===== config.mk =====
export PLATFORM = sky130hd
export DESIGN_NAME = mult_iter
export DESIGN_NICKNAME = d
export VERILOG_FILES = /design/src/rtl/mult_iter.sv
export SDC_FILE = /design/constraint.sdc
export NUM_CORES = 1
export LEC_CHECK = 0
export BUFFER_PORTS_ARGS = -buffer_cell sky130_fd_sc_hd__buf_2
export CORE_ASPECT_RATIO = 0.8
export CORE_MARGIN = 2
export CORE_UTILIZATION = 37
export DETAILED_ROUTE_END_ITERATION = 12
export PLACE_DENSITY_LB_ADDON = 0.08
export SETUP_SLACK_MARGIN = 0.02
export SYNTH_ARGS = -nofsm -noshare
export SYNTH_HDL_FRONTEND = slang
export SYNTH_SLANG_ARGS = --single-unit

===== constraint.sdc =====
create_clock -name clk -period 6.25 [get_ports clk]
set_clock_uncertainty 0.15 [all_clocks]
set_input_delay 0.625 -clock clk [delete_from_list [all_inputs] [get_ports clk]]
set_output_delay 0.625 -clock clk [all_outputs]
set_load 0.02 [all_outputs]

===== src/rtl/mult_iter.sv =====
// mult_iter: iterative shift-add multiplier for the RV32M/RV64M execute stage.
// Retires STEP multiplier bits per cycle using operand magnitudes. The product
// sign is applied once, when the last step completes. The result is either the
// low half (MUL) or the high half (MULH, MULHSU, MULHU) of the 2*XLEN product.
//
// Handshake semantics (both sides): a transfer happens on a rising edge where
// valid && ready. The producer holds valid and its payload steady until that
// edge, and ready never depends on valid from the same side. in_ready is 1 in
// IDLE, and also in DONE while out_ready is 1, which allows back-to-back issue.
// in_ready is forced to 0 while flush is high. out_valid is 1 exactly in DONE,
// and result holds steady until the consumer takes it.
module mult_iter #(
    parameter int XLEN = 32,
    parameter int STEP = 2
) (
    input  logic            clk,
    input  logic            rst_n,
    input  logic            flush,
    input  logic            in_valid,
    output logic            in_ready,
    input  logic [1:0]      op,
    input  logic [XLEN-1:0] op_a,
    input  logic [XLEN-1:0] op_b,
    output logic            out_valid,
    input  logic            out_ready,
    output logic [XLEN-1:0] result,
    output logic [1:0]      state_dbg
);

    localparam int NSTEP = XLEN / STEP;
    localparam int CNT_W = $clog2(NSTEP + 1);

    // Opcode encoding follows the RV M-extension funct3 order.
    localparam logic [1:0] OP_MUL    = 2'd0;
    localparam logic [1:0] OP_MULH   = 2'd1;
    localparam logic [1:0] OP_MULHSU = 2'd2;
    localparam logic [1:0] OP_MULHU  = 2'd3;

    localparam logic [1:0] S_IDLE = 2'd0;
    localparam logic [1:0] S_CALC = 2'd1;
    localparam logic [1:0] S_DONE = 2'd2;

    generate
        if (!((STEP == 1 || STEP == 2 || STEP == 4 || STEP == 8) &&
              (XLEN == 32 || XLEN == 64) && (XLEN % STEP == 0))) begin : g_bad_param
            $error("mult_iter: illegal XLEN/STEP combination");
        end
    endgenerate

    logic [1:0]        state;
    logic [CNT_W-1:0]  cnt;
    // Upper half is the running partial sum. Lower half starts as |b| and shifts
    // out STEP bits per cycle, while product bits shift in from above.
    logic [2*XLEN-1:0] acc;
    logic [XLEN-1:0]   mag_a;
    logic              neg_q;
    logic              hi_q;
    logic [XLEN-1:0]   result_q;

    logic              accept;
    logic              cap_sign_a;
    logic              cap_sign_b;
    logic [XLEN-1:0]   cap_mag_a;
    logic [XLEN-1:0]   cap_mag_b;
    logic [XLEN+STEP-1:0] pp;
    logic [XLEN+STEP-1:0] sum;
    logic [2*XLEN-1:0] acc_step;
    logic [2*XLEN-1:0] prod;
    logic [XLEN-1:0]   res_next;

    assign in_ready  = !flush && ((state == S_IDLE) || ((state == S_DONE) && out_ready));
    assign accept    = in_valid && in_ready;
    assign out_valid = (state == S_DONE);
    assign result    = result_q;
    assign state_dbg = state;

    // Operand conditioning at accept: signedness per op, then magnitudes.
    // The magnitude of an XLEN+1-bit sign-extended value always fits in XLEN bits.
    always_comb begin
        cap_sign_a = ((op == OP_MULH) || (op == OP_MULHSU)) && op_a[XLEN-1];
        cap_sign_b = (op == OP_MULH) && op_b[XLEN-1];
        cap_mag_a  = cap_sign_a ? -op_a : op_a;
        cap_mag_b  = cap_sign_b ? -op_b : op_b;
    end

    // One shift-add step, plus the sign-corrected, half-selected result for the final step.
    always_comb begin
        pp       = {{STEP{1'b0}}, mag_a} * {{XLEN{1'b0}}, acc[STEP-1:0]};
        sum      = {{STEP{1'b0}}, acc[2*XLEN-1:XLEN]} + pp;
        acc_step = {sum, acc[XLEN-1:STEP]};
        prod     = (neg_q && (|acc_step)) ? -acc_step : acc_step;
        res_next = hi_q ? prod[2*XLEN-1:XLEN] : prod[XLEN-1:0];
    end

    // Control FSM: flush beats everything; a DONE handshake may re-enter CALC directly.
    always_ff @(posedge clk or negedge rst_n) begin
        if (!rst_n) begin
            state <= S_IDLE;
        end else if (flush) begin
            state <= S_IDLE;
        end else begin
            case (state)
                S_IDLE: if (accept) state <= S_CALC;
                S_CALC: if (cnt == CNT_W'(1)) state <= S_DONE;
                S_DONE: if (out_ready) state <= accept ? S_CALC : S_IDLE;
                default: state <= S_IDLE;
            endcase
        end
    end

    // Datapath: capture on accept, iterate in CALC, latch the result on the last step.
    always_ff @(posedge clk or negedge rst_n) begin
        if (!rst_n) begin
            cnt      <= '0;
            acc      <= '0;
            mag_a    <= '0;
            neg_q    <= 1'b0;
            hi_q     <= 1'b0;
            result_q <= '0;
        end else if (!flush) begin
            if (accept) begin
                cnt   <= CNT_W'(NSTEP);
                acc   <= {{XLEN{1'b0}}, cap_mag_b};
                mag_a <= cap_mag_a;
                neg_q <= cap_sign_a ^ cap_sign_b;
                hi_q  <= (op != OP_MUL);
            end else if (state == S_CALC) begin
                cnt <= cnt - CNT_W'(1);
                acc <= acc_step;
                if (cnt == CNT_W'(1)) begin
                    result_q <= res_next;
                end
            end
        end
    end

endmodule


==> metrics.cfg <==
[clocking]
cts_htree_levels=4
post_cts_resized=0
cts.sinks=137
clk_latency_ns=0.44
numCtsBuffers=17
post-cts-setup-buffer-count=0
cts_root_buf=clkbuf_16
path_clk_slew_ns=0.07
holdBufCountCts=0
clock_path_buffers=2
cts_tree=yes

[synth]
syn-num-nets=1567
synth_seq_cells=137
synthCells=1424
synth_edf_count=0
syn_area_per_cell_um2=8.08
synth_flop_cell=dfrtp_1
syn_area_mm2=0.0115
ys_seq_area_share_pct=29.8
yosysUniqueCellTypes=80
yosysWarnings=0
ys_async_sr_fraction_pct=100

[sta]
timing.fmax_mhz=187
fin_crit_sh_pct=85.4
tns_ns=0
setup_violations=0
maxSlewViolCount=0
rsz0062_at_grt=no
slew_headroom_pct=24.2
tightest_slew_ns=1.14
hold_violations=0
min_period_ns=5.34

[floorplan]
fp-row-count=57
start_util_pct=37.8
die_w_um=201
ios=107
die-area_mm2=0.0325
die_y_um=162
coreArea_mm2=0.0305

[routing]
wire_per_inst_um=19.6
viasPerCell=5.49
finalWirelength_um=37400
dr_total_vias=10476
ant_nets=0
first_pass_iters=5
drtIter0Drc=858
drc=0

[global_route]
grt_overflow=0
grtUsageTotal_pct=23.5
grt_pass1_vias=9848
grt_pass1_wl_um=59000
antenna_found_initial=0
grt_max_degree=78

[finish]
layout-drive-gt1-share_pct=12.6
fin_cells=1908
fillers=3141
finalNetCount=1625
n_antenna_cell=0
syn_to_final_growth_pct=13.1

[placement]
dp.cells=1876
gp_congestion=0.857
dp_hpwl_um=29200
port-buffer-count=106

[pwr]
p_clk_share_pct=19.0
powerDensity_mw_per_mm2=452
p_leak_uw=0.00580
irDropWorstVdd_mv=0.280
total_power_uw=5880
power_frac_comb_pct=54.8
swShare_pct=49.0
p_seq_share_pct=26.2
p_switching_uw=2880
p_int_uw=3000

[worst_setup_path]
slowest_stage=fa_1
path_cells=buf_4, nand2_1, fa_1, inv_1, ha_1, a21oi_1, o221ai_1, a31oi_1, a32oi_2, xnor2_2, o211ai_1, nor4b_4, nand4_2, buf_4, a311o_1, o211a_1, o21ai_0
crit_family=compound AO/OA/AOI/OAI gates
max_stage_delay_ns=0.52
timing.rr.start=acc[1]
worstSetupPathType=reg -> reg
cp_max_fo=41
cp_common_cell=buf_4
cp-start-kind=register
crit_arrival_ns=5.54
endpoint_kind=register
crit_buf_inv=3
required_ns=6.45
critical_path.startpoint=acc[1]

[min_path]
holdCritPathClass=in -> async

[job]
maxCapViolations=0

[status]
outcome=finished clean

final cells by class:
| class | count | area, µm² | share of cell area, % |
|---|---|---|---|
| repair buffers | 122 | 657 | 5.05 |
| well taps | 413 | 517 | 3.97 |
| flip-flops and latches | 137 | 3430 | 26.4 |
| multi-input cells | 1099 | 7380 | 56.7 |
| inverters | 105 | 394 | 3.03 |
| clock buffers | 19 | 443 | 3.40 |
| clock inverters | 13 | 189 | 1.45 |
power by group through the flow:
stage | registers, µW | clock network, µW | logic [µW]
after floorplan | 1480 | 0 | 2200
after global placement | 1540 | 0 | 3190
after detailed placement | 1550 | 0 | 3210
after CTS | 1530 | 1140 | 3220
after global routing | 1580 | 1170 | 3590
final | 1540 | 1120 | 3220
path summary, 6_finish.rpt:
| path | slack (ns) | to | cells after the start |
|---|---|---|---|
| worst max-delay path | 0.91 | result[13] | 17 |
| worst min-delay path | 0.07 | acc[60] | 1 |
| worst max register to register | 0.91 | result[13] | 17 |
| worst min register to register | 0.32 | result[30] | 1 |
| max in group asynchronous | 4.52 | acc[40] | 2 |
| min in group clk | 0.26 | state_dbg[1] | 2 |
per-layer routing:
metal | vias to the layer above | routed length [µm] | track usage, %
met5 | - | 0 | 0
met4 | 0 | 504 | 5.58
met3 | 30 | 2240 | 4.78
met2 | 287 | 14900 | 32.0
met1 | 5040 | 19800 | 37.3
li1 | 5119 | - | -
flip-flops by register name (all words and copies together) (netlist names):
name / cells
neg_q: 1
cnt: 5
state_dbg: 2
acc: 64
mag_a: 32
result: 32
hi_q: 1
Yosys cell counts (7+ instances only):
| master | instances | area share, % |
|---|---|---|
| nand2_1 | 214 | 7.0 |
| o21ai_0 | 142 | 6.2 |
| dfrtp_1 | 137 | 30 |
| inv_1 | 105 | 3.4 |
| clkbuf_1 | 71 | 2.3 |
| xnor2_1 | 70 | 5.3 |
| xor2_1 | 70 | 5.3 |
| a21oi_1 | 65 | 2.8 |
| nor2_1 | 65 | 2.1 |
| nand3_1 | 60 | 2.6 |
| ha_1 | 40 | 4.3 |
| fa_1 | 32 | 5.6 |
| a22oi_1 | 30 | 2.0 |
| nor3_1 | 24 | 1.0 |
| o31ai_1 | 23 | 1.5 |
| a21o_1 | 19 | 1.2 |
| and2_1 | 18 | 0.98 |
| nand4_1 | 16 | 0.87 |
| o211ai_1 | 16 | 1.0 |
| and3_1 | 15 | 0.82 |
| nor4_1 | 14 | 0.76 |
| o221ai_1 | 13 | 0.99 |
| or3_1 | 11 | 0.60 |
| or4_1 | 10 | 0.65 |
| a31oi_1 | 9 | 0.49 |
| buf_2 | 9 | 0.39 |
| nand2b_1 | 8 | 0.43 |
| o41ai_1 | 8 | 0.61 |
| o21ai_1 | 7 | 0.30 |
stage by stage:
stage	hold WS, ns	utilization [%]	instance area [µm²]	setup slack [ns]
after floorplan	0.179	-	11500	1.76
after global placement	0.306	40.6	12400	0.919
after detailed placement	0.313	40.6	12400	0.978
after CTS	0.109	42.7	13000	0.942
after global routing	0.135	42.7	13000	0.506
final	0.0721	42.7	13000	0.914
placed cells by master, fill, tap and decap left out, types with 7 or more instances in the layout:
| cell | instances |
|---|---|
| nand2b_1 | 7 |
| nand2_1 | 213 |
| nor4_1 | 14 |
| o21ai_1 | 7 |
| buf_4 | 16 |
| or4_1 | 10 |
| a21oi_1 | 65 |
| a31oi_1 | 9 |
| fa_1 | 32 |
| ha_1 | 40 |
| o211ai_1 | 16 |
| nand3_1 | 60 |
| o41ai_1 | 8 |
| dfrtp_1 | 137 |
| a22oi_1 | 30 |
| a21o_1 | 19 |
| inv_1 | 105 |
| nor2_1 | 64 |
| nand4_1 | 16 |
| o221ai_1 | 13 |
| buf_2 | 105 |
| and2_1 | 18 |
| xor2_1 | 70 |
| o21ai_0 | 142 |
| clkbuf_16 | 17 |
| o31ai_1 | 23 |
| and3_1 | 15 |
| xnor2_1 | 70 |
| nor3_1 | 24 |
| or3_1 | 11 |
kinds of logic after synthesis:
| family | after synthesis | share of synthesized area, % |
|---|---|---|
| AND/OR/NAND/NOR | 495 | 21.2 |
| AO/OA/AOI/OAI | 385 | 21.6 |
| buffers and inverters | 188 | 6.23 |
| XOR/XNOR | 141 | 10.8 |
| flip-flops | 137 | 29.8 |
| adder cells (fa/ha/maj) | 72 | 9.92 |
| multiplexers | 6 | 0.533 |
Power figures use the tool's default switching activity.
